<file path="src/rtl/i2c_master_pkg.sv">
// i2c_master_pkg: bit-engine state encoding and open-drain line levels shared by the I2C engines
package i2c_master_pkg;
    typedef enum logic [2:0] {IDLE, LOW, RISE, HIGH, FALL, DONE} state_t;
    localparam logic RELEASE  = 1'b0;
    localparam logic PULL_LOW = 1'b1;
endpackage

</file>
<file path="src/rtl/i2c_line_sync.sv">
// i2c_line_sync: two-flop synchronizer for an idle-high bus line
module i2c_line_sync (
    input  logic clock,
    input  logic reset,
    input  logic d,
    output logic q
);
    logic meta;
    always_ff @(posedge clock)
        if (reset) {q, meta} <= 2'b11;
        else       {q, meta} <= {meta, d};
endmodule

</file>
<file path="src/rtl/i2c_master_read_bits.sv">
// i2c_master_read_bits: I2C master receive engine, MSB-first read then ACK/NACK, with SCL stretch timeout; I2C_READ_INPUT_SYNC_EN adds input synchronizers
module i2c_master_read_bits
    import i2c_master_pkg::*;
#(
    parameter int DATA_BITS              = 8,
    parameter int QUARTER_CYCLES         = 125,
    parameter int STRETCH_TIMEOUT_CYCLES = 50000
) (
    input  logic                 clock,
    input  logic                 reset,
    input  logic                 start,
    input  logic                 send_ack,
    output logic                 busy,
    output logic                 done,
    output logic                 timeout,
    output logic [DATA_BITS-1:0] data,
    input  logic                 sda_in,
    input  logic                 scl_in,
    output logic                 sda_oe,
    output logic                 scl_oe
);
    localparam int QW = $clog2(2 * QUARTER_CYCLES + 1);
    localparam int SW = $clog2(STRETCH_TIMEOUT_CYCLES + 1);
    localparam int BW = $clog2(DATA_BITS + 2);
    localparam logic [QW-1:0] Q_LAST = QW'(QUARTER_CYCLES - 1);
    localparam logic [QW-1:0] H_LAST = QW'(2 * QUARTER_CYCLES - 1);
    localparam logic [SW-1:0] S_LAST = SW'(STRETCH_TIMEOUT_CYCLES - 1);
    localparam logic [BW-1:0] B_ACK  = BW'(DATA_BITS);
    localparam logic [BW-1:0] B_PRE  = BW'(DATA_BITS - 1);

    state_t        state;
    logic [QW-1:0] cnt;
    logic [SW-1:0] stretch;
    logic [BW-1:0] bit_cnt;
    logic          ack;
    logic          sda_s, scl_s;

`ifdef I2C_READ_INPUT_SYNC_EN
    i2c_line_sync u_sda_sync (.clock(clock), .reset(reset), .d(sda_in), .q(sda_s));
    i2c_line_sync u_scl_sync (.clock(clock), .reset(reset), .d(scl_in), .q(scl_s));
`else
    assign sda_s = sda_in;
    assign scl_s = scl_in;
`endif

    always_ff @(posedge clock) begin
        if (reset) begin
            state   <= IDLE;
            busy    <= 1'b0;
            done    <= 1'b0;
            timeout <= 1'b0;
            data    <= '0;
            sda_oe  <= RELEASE;
            scl_oe  <= RELEASE;
            cnt     <= '0;
            stretch <= '0;
            bit_cnt <= '0;
            ack     <= 1'b0;
        end else begin
            case (state)
                IDLE: if (start) begin
                    state   <= LOW;
                    busy    <= 1'b1;
                    ack     <= send_ack;
                    data    <= '0;
                    bit_cnt <= '0;
                    cnt     <= '0;
                    scl_oe  <= PULL_LOW;
                    sda_oe  <= RELEASE;
                end
                LOW: if (cnt == Q_LAST) begin
                    cnt     <= '0;
                    stretch <= '0;
                    scl_oe  <= RELEASE;
                    state   <= RISE;
                end else cnt <= cnt + 1'b1;
                RISE: if (scl_s) state <= HIGH;
                else if (stretch == S_LAST) begin
                    // A stretch timeout abandons the byte: no ACK, both lines released
                    state   <= DONE;
                    busy    <= 1'b0;
                    done    <= 1'b1;
                    timeout <= 1'b1;
                    sda_oe  <= RELEASE;
                end else stretch <= stretch + 1'b1;
                HIGH: begin
                    if (cnt == Q_LAST && bit_cnt != B_ACK) data <= (data << 1) | DATA_BITS'(sda_s);
                    if (cnt == H_LAST) begin
                        cnt    <= '0;
                        scl_oe <= PULL_LOW;
                        state  <= FALL;
                    end else cnt <= cnt + 1'b1;
                end
                FALL: if (cnt == Q_LAST) begin
                    cnt     <= '0;
                    bit_cnt <= bit_cnt + 1'b1;
                    if (bit_cnt == B_ACK) begin
                        state  <= DONE;
                        busy   <= 1'b0;
                        done   <= 1'b1;
                        sda_oe <= RELEASE;
                    end else begin
                        state  <= LOW;
                        sda_oe <= (bit_cnt == B_PRE && ack) ? PULL_LOW : RELEASE;
                    end
                end else cnt <= cnt + 1'b1;
                DONE: begin
                    state   <= IDLE;
                    done    <= 1'b0;
                    timeout <= 1'b0;
                    scl_oe  <= RELEASE;
                    sda_oe  <= RELEASE;
                end
                default: state <= IDLE;
            endcase
        end
    end
endmodule

</file>
<file path="config.mk">
export PLATFORM = sky130hd
export DESIGN_NAME = i2c_master_read_bits
export DESIGN_NICKNAME = d
export VERILOG_FILES = /design/src/rtl/i2c_master_pkg.sv /design/src/rtl/i2c_line_sync.sv /design/src/rtl/i2c_master_read_bits.sv
export SDC_FILE = /design/constraint.sdc
export NUM_CORES = 1
export LEC_CHECK = 0
export BUFFER_PORTS_ARGS = -buffer_cell sky130_fd_sc_hd__buf_2
export CAP_MARGIN = 20
export CORE_ASPECT_RATIO = 0.5
export CORE_MARGIN = 2
export CORE_UTILIZATION = 55
export CTS_BUF_LIST = sky130_fd_sc_hd__clkbuf_2 sky130_fd_sc_hd__clkbuf_4 sky130_fd_sc_hd__clkbuf_8
export DETAILED_ROUTE_END_ITERATION = 10
export HOLD_SLACK_MARGIN = 0.15
export PLACE_DENSITY = 0.74
export SYNTH_ARGS = -nofsm -noshare
export SYNTH_HDL_FRONTEND = slang
export SYNTH_HIERARCHICAL = 1
export SYNTH_SLANG_ARGS = --single-unit
</file>
<file path="constraint.sdc">
create_clock -name clock -period 2.62 [get_ports clock]
set_clock_uncertainty 0.15 [all_clocks]
set_input_delay 0 -clock clock [delete_from_list [all_inputs] [get_ports clock]]
set_output_delay 0 -clock clock [all_outputs]
set_load 0.01 [all_outputs]
</file>
# Yosys cells after proc, flatten, opt, wreduce, memory -nomap -nowiden
# Cells that the tools add are included.
[op_classes] mux=41 bitwise=1 n_addsub=3 eq_ne=21 n_reduce_logical=24
[ops] operator="two-way mux 16 bit" n=3
[ops] operator="two-way mux 8 bit" n=4
[ops] operator="case mux 16 bit (2 select lines)" n=1
[ops] operator="case mux 8 bit (3 select lines)" n=1
[ops] operator="two-way mux 3 bit" n=7
[ops] operator="inequality test 2 bit, second input constant" n=9
[ops] operator="adder 16 x 1 -> 16 bit, second input constant" n=1
[ops] operator="== test 16 bit, second input constant" n=1
[ops] operator="case mux 8 bit (2 select lines)" n=1
[ops] operator="two-way mux 1 bit" n=15
[ops] operator="case mux 3 bit (5 select lines)" n=1
[ops] operator="AND reduction 5 bit" n=3
[ops] operator="AND reduction 3 bit" n=3
[ops] operator="nonzero test 3 bit" n=3
[ops] operator="adder 8 x 1 -> 8 bit, second input constant" n=1
[ops] operator="== test 8 x 7 -> 1 bit, second input constant" n=1
[ops] operator="== test 8 bit, second input constant" n=1
[ops] operator="two-way mux 4 bit" n=2
[ops] operator="bitwise OR 8 x 1 -> 8 bit" n=1
[ops] operator="case mux 1 bit (4 select lines)" n=2
[ops] operator="case mux 4 bit (2 select lines)" n=1
[ops] operator="AND reduction 4 bit" n=2
[ops] operator="nonzero test 2 bit" n=4
[ops] operator="nonzero test 4 bit" n=2
[ops] operator="other kinds (15)" n=20
[totals] in_bits=6 wordCells=101 reg_bits=45 out_inout_bits=13

# Depth between registers and ports, before layout
[logic_depth] depth_word=6 ltp_mapped=7 mapped_depth_nobuf=6

# Worst setup path after synthesis
# OpenSTA, ideal clock, no wires.
[synth_timing] kind="register to register" from="reg state[2]" to="reg stretch[13]" path_slack_ps=524 required_ps=2399 arrival_ps=1876 stages_incl_launch_ff=7 n_path_buf=2 setup_time_ps=71 synth_period_minus_slack_ps=2096 path_cell_list="dfxtp_1 -> buf_6 -> or4b_4 -> or3_1 -> clkbuf_2 -> or3_1 -> a21oi_1"
[synth_via] elab_chain_cells=3 word_cells_on_any_way=8
[synth_lines] item="start: declaration" line_no="i2c_master_read_bits.sv:31" rtl="state_t state;"
[synth_lines] item="start signal: assignment" line_no="i2c_master_read_bits.sv:48" rtl="state <= IDLE;"
[synth_lines] item="start signal: assignment" line_no="i2c_master_read_bits.sv:62" rtl="state <= LOW;"
[synth_lines] item="start signal: assignment" line_no="i2c_master_read_bits.sv:75" rtl="state <= RISE;"
[synth_lines] item="== test 3 x 2 -> 1 bit / == test 3 x 1 -> 1 bit (equally long branches)" line_no="i2c_master_read_bits.sv:60" rtl="case (state)"
[synth_lines] item="inequality test 2 bit (no line) / nonzero test 2 bit (equally long branches)"
[synth_lines] item="AND reduction 4 bit (no line)"
[synth_lines] item="end signal: assignment" line_no="i2c_master_read_bits.sv:85" rtl="end else stretch <= stretch + 1'b1;"
[synth_lines] item="end: declaration" line_no="i2c_master_read_bits.sv:33" rtl="logic [SW-1:0] stretch;"
# Several ways; a longest one is shown, not always the timed one.
# A chain may end at the register's enable or synchronous reset.

# Final worst setup path
[layout_timing] from="reg state[2]" to="reg sda_oe"
[layout_via] elab_chain_cells=3 word_cells_on_any_way=11
[layout_lines] item="== test 3 bit (tied with other cells)" line_no="i2c_master_read_bits.sv:60"
[layout_lines] item="nonzero test 4 bit (no line) / inequality test 2 bit (equally long branches)"
[layout_lines] item="AND reduction 5 bit (no line)"
[layout_lines] item="end signal: assignment" line_no="i2c_master_read_bits.sv:104" rtl="sda_oe <= (bit_cnt == B_PRE && ack) ? PULL_LOW : RELEASE;"
[layout_lines] item="end: declaration" line_no="i2c_master_read_bits.sv:19" rtl="output logic sda_oe,"
# Several ways; a longest one is shown, not always the timed one.

==> impl_metrics.ini <==
[timing]
fmax_ghz = 0.408
fin_setup_tns_ns = 0
setup_slack_ns = 0.171
setup_viol = 0
hold_viol = 0
post-route-min-period_ns = 2.45
fin_hold_ws_ns = 0.333
slew_headroom_pct = 34.0
maxSlewViolCount = 0
worst_slew_pin_slew_ns = 0.991
rsz0062_at_grt = false
fin_crit_sh_pct = 93.5

[run_status]
status = complete, no violations

[placed_design]
dpl_worst_slack_ns = 0.171
dp_hpwl_mm = 3.52
routabilityCongestion = 0.858
portBuffers = 18
numPlacedInstances = 334
placed_area_mm2 = 0.00245

[yosys]
synth_edf_count = 0
synth_top_family_by_area = simple AND/OR/NAND/NOR gates
ys_top_cells_by_count = dfxtp_1 (45), nand2_1 (21), a21oi_1 (19), inv_1 (14), o21ai_0 (14)
yosys_warnings = 6
netlist_instances = 270
yosysSeqAreaShare_pct = 39.1
synthAdderAreaFrac_pct = 3.26
yosysTopAreaCell = dfxtp_1
ys.flop_type = dfxtp_1
synthMuxAreaShare_pct = 0.869
ys_seq_elements = 45
synth_area_leaders = dfxtp_1 (39%), a21oi_1 (4.1%), nand2_1 (3.4%)
synth_compound_area_share_pct = 21.6
syn-mean-instance-area_um2 = 8.53
syn_area_mm2 = 0.00230
synth_most_common_cell = dfxtp_1
synth_top_area_share_pct = 39.1
synth_nets = 282
synthXorXnorAreaFrac_pct = 2.28
synthDistinctLibCells = 56
async_flop_share_pct = 0
synth_simple_gate_area_share_pct = 27.8

[floorplanning]
fp.dieW_um = 95.5
dieArea_mm2 = 0.00475
coreArea_mm2 = 0.00396
rows = 16
start_util_pct = 58.1
fp.dieH_um = 49.8
ios = 19

[run]
drv_cap = 0

[final_layout]
area_growth_pct = 15.4
final_cells = 351
drive_gt1_share_pct = 15.2
fin_area_mm2 = 0.00266
antenna_cells = 0
nFillCells = 341
final_util_pct = 67.1
nets = 308

[cts]
numCtsBuffers = 5
path_clk_slew_ns = 0.09
cts.htree.levels = 2
tritoncts = done
clockBufferDepth = 2
clkSinkCount = 45
cts_root_buffer = clkbuf_8
clk_latency_ns = 0.31

[worst_setup_path]
crit_required_ns = 2.72
start_kind = register
critPathCaptureType = register
arrival_ns = 2.55
r2r_start = state[2]$_SDFFE_PP0P_
path_max_fanout = 12
critPathLaunch = state[2]$_SDFFE_PP0P_
path_class = register to register

[grt]
grtUsageTotal_pct = 23.7
overflow = 0
grt_max_degree = 20
grt_pass1_vias = 1919
grt_pass1_wl_mm = 8.74
antenna_found_initial = 0

[route]
drc_errors = 0
antenna_left = 0
via_per_inst = 6.07
wl_per_cell_um = 15.0
drtIter0Drc = 134
routed-via-count = 2132
dr.pass1.iters = 4
wl_mm = 5.25

[pwr]
p_total_mw = 1.44
powerDensity_mw_per_mm2 = 541
leakage_nw = 0.939
ir_worst_vdd_uv = 300

[worst_hold_path]
holdCritStartpoint = stretch[15]$_SDFFE_PP0P_
hp-class = register to register
-- logic make-up (layout without fill, tap and decap cells) --
kind of cell	after synthesis	count (layout)
and+or+nand+nor	106	106
AOI/OAI and AO/OA	76	76
DFF	45	45
adders and majority gates	6	6
xor gates and xnor gates	6	6
buffers and inverters	29	56
muxes	2	2
-- worst paths after layout --
check | end | slack, ns | cells past startpoint
max reg2reg | sda_oe$_SDFFE_PP0P_ | 0.17 | 6
max | sda_oe$_SDFFE_PP0P_ | 0.17 | 6
min | stretch[15]$_SDFFE_PP0P_ | 0.33 | 2
min reg2reg | stretch[15]$_SDFFE_PP0P_ | 0.33 | 2
-- registers in the layout (all words and copies together) (netlist names) --
name	flops
busy	1
cnt	8
data	8
timeout	1
done	1
ack	1
sda_oe	1
stretch	16
state	3
scl_oe	1
bit_cnt	4
-- placed cells by master, fill, tap and decap left out, types with 4 or more instances in the layout --
| master | n |
|---|---|
| clkbuf_8 | 6 |
| buf_4 | 9 |
| nand4_1 | 10 |
| o21ai_0 | 14 |
| inv_1 | 14 |
| buf_2 | 18 |
| dlygate4sd3_1 | 7 |
| dfxtp_1 | 45 |
| a21oi_1 | 19 |
| or4_1 | 5 |
| o22ai_1 | 7 |
| nand2_1 | 21 |
| nand3_1 | 10 |
| or3_1 | 12 |
| nor2b_1 | 6 |
| and3_1 | 4 |
| nor2_1 | 11 |
| ha_1 | 6 |
| o31ai_1 | 6 |
| a211oi_1 | 7 |
-- per-layer routing --
metal / GRT usage (%) / routed length, um / vias up
li1: - / - / 1068
met1: 31.0 / 2520 / 1018
met2: 37.6 / 2450 / 36
met3: 5.81 / 198 / 10
met4: 9.29 / 88 / 0
met5: 0 / 0 / -
-- report_power, final --
part	internal, mW	switching [mW]
Clock	0.310	0.243
Combinational	0.0701	0.0963
Sequential	0.697	0.0219
-- critical path, stage by stage (launching register included) --
cell and delay, ns:
dfxtp_1 0.54, nor3b_1 0.31, buf_4 0.20, nand4_1 0.14, a2111o_1 0.37, o211ai_1 0.11
dlygate4sd3_1 0.58
-- area by class of cell --
cell class | count | area [um2] | area share (%)
clock buffer | 6 | 82.6 | 3.11
clock inverter | 2 | 37.5 | 1.41
inverter | 14 | 52.6 | 1.98
multi-input combinational | 196 | 1290 | 48.5
sequential | 45 | 901 | 33.9
tap | 54 | 67.6 | 2.54
timing repair buffer | 34 | 228 | 8.56
-- what timing repair did --
action                                 in CTS  in global routing
endpoints found under the hold margin      22                  0
setup endpoints to repair                   0                  9
hold buffers                                7                  0
resized for setup                           0                  1
setup buffers                               0                  2
Power figures use the tool's default switching activity.
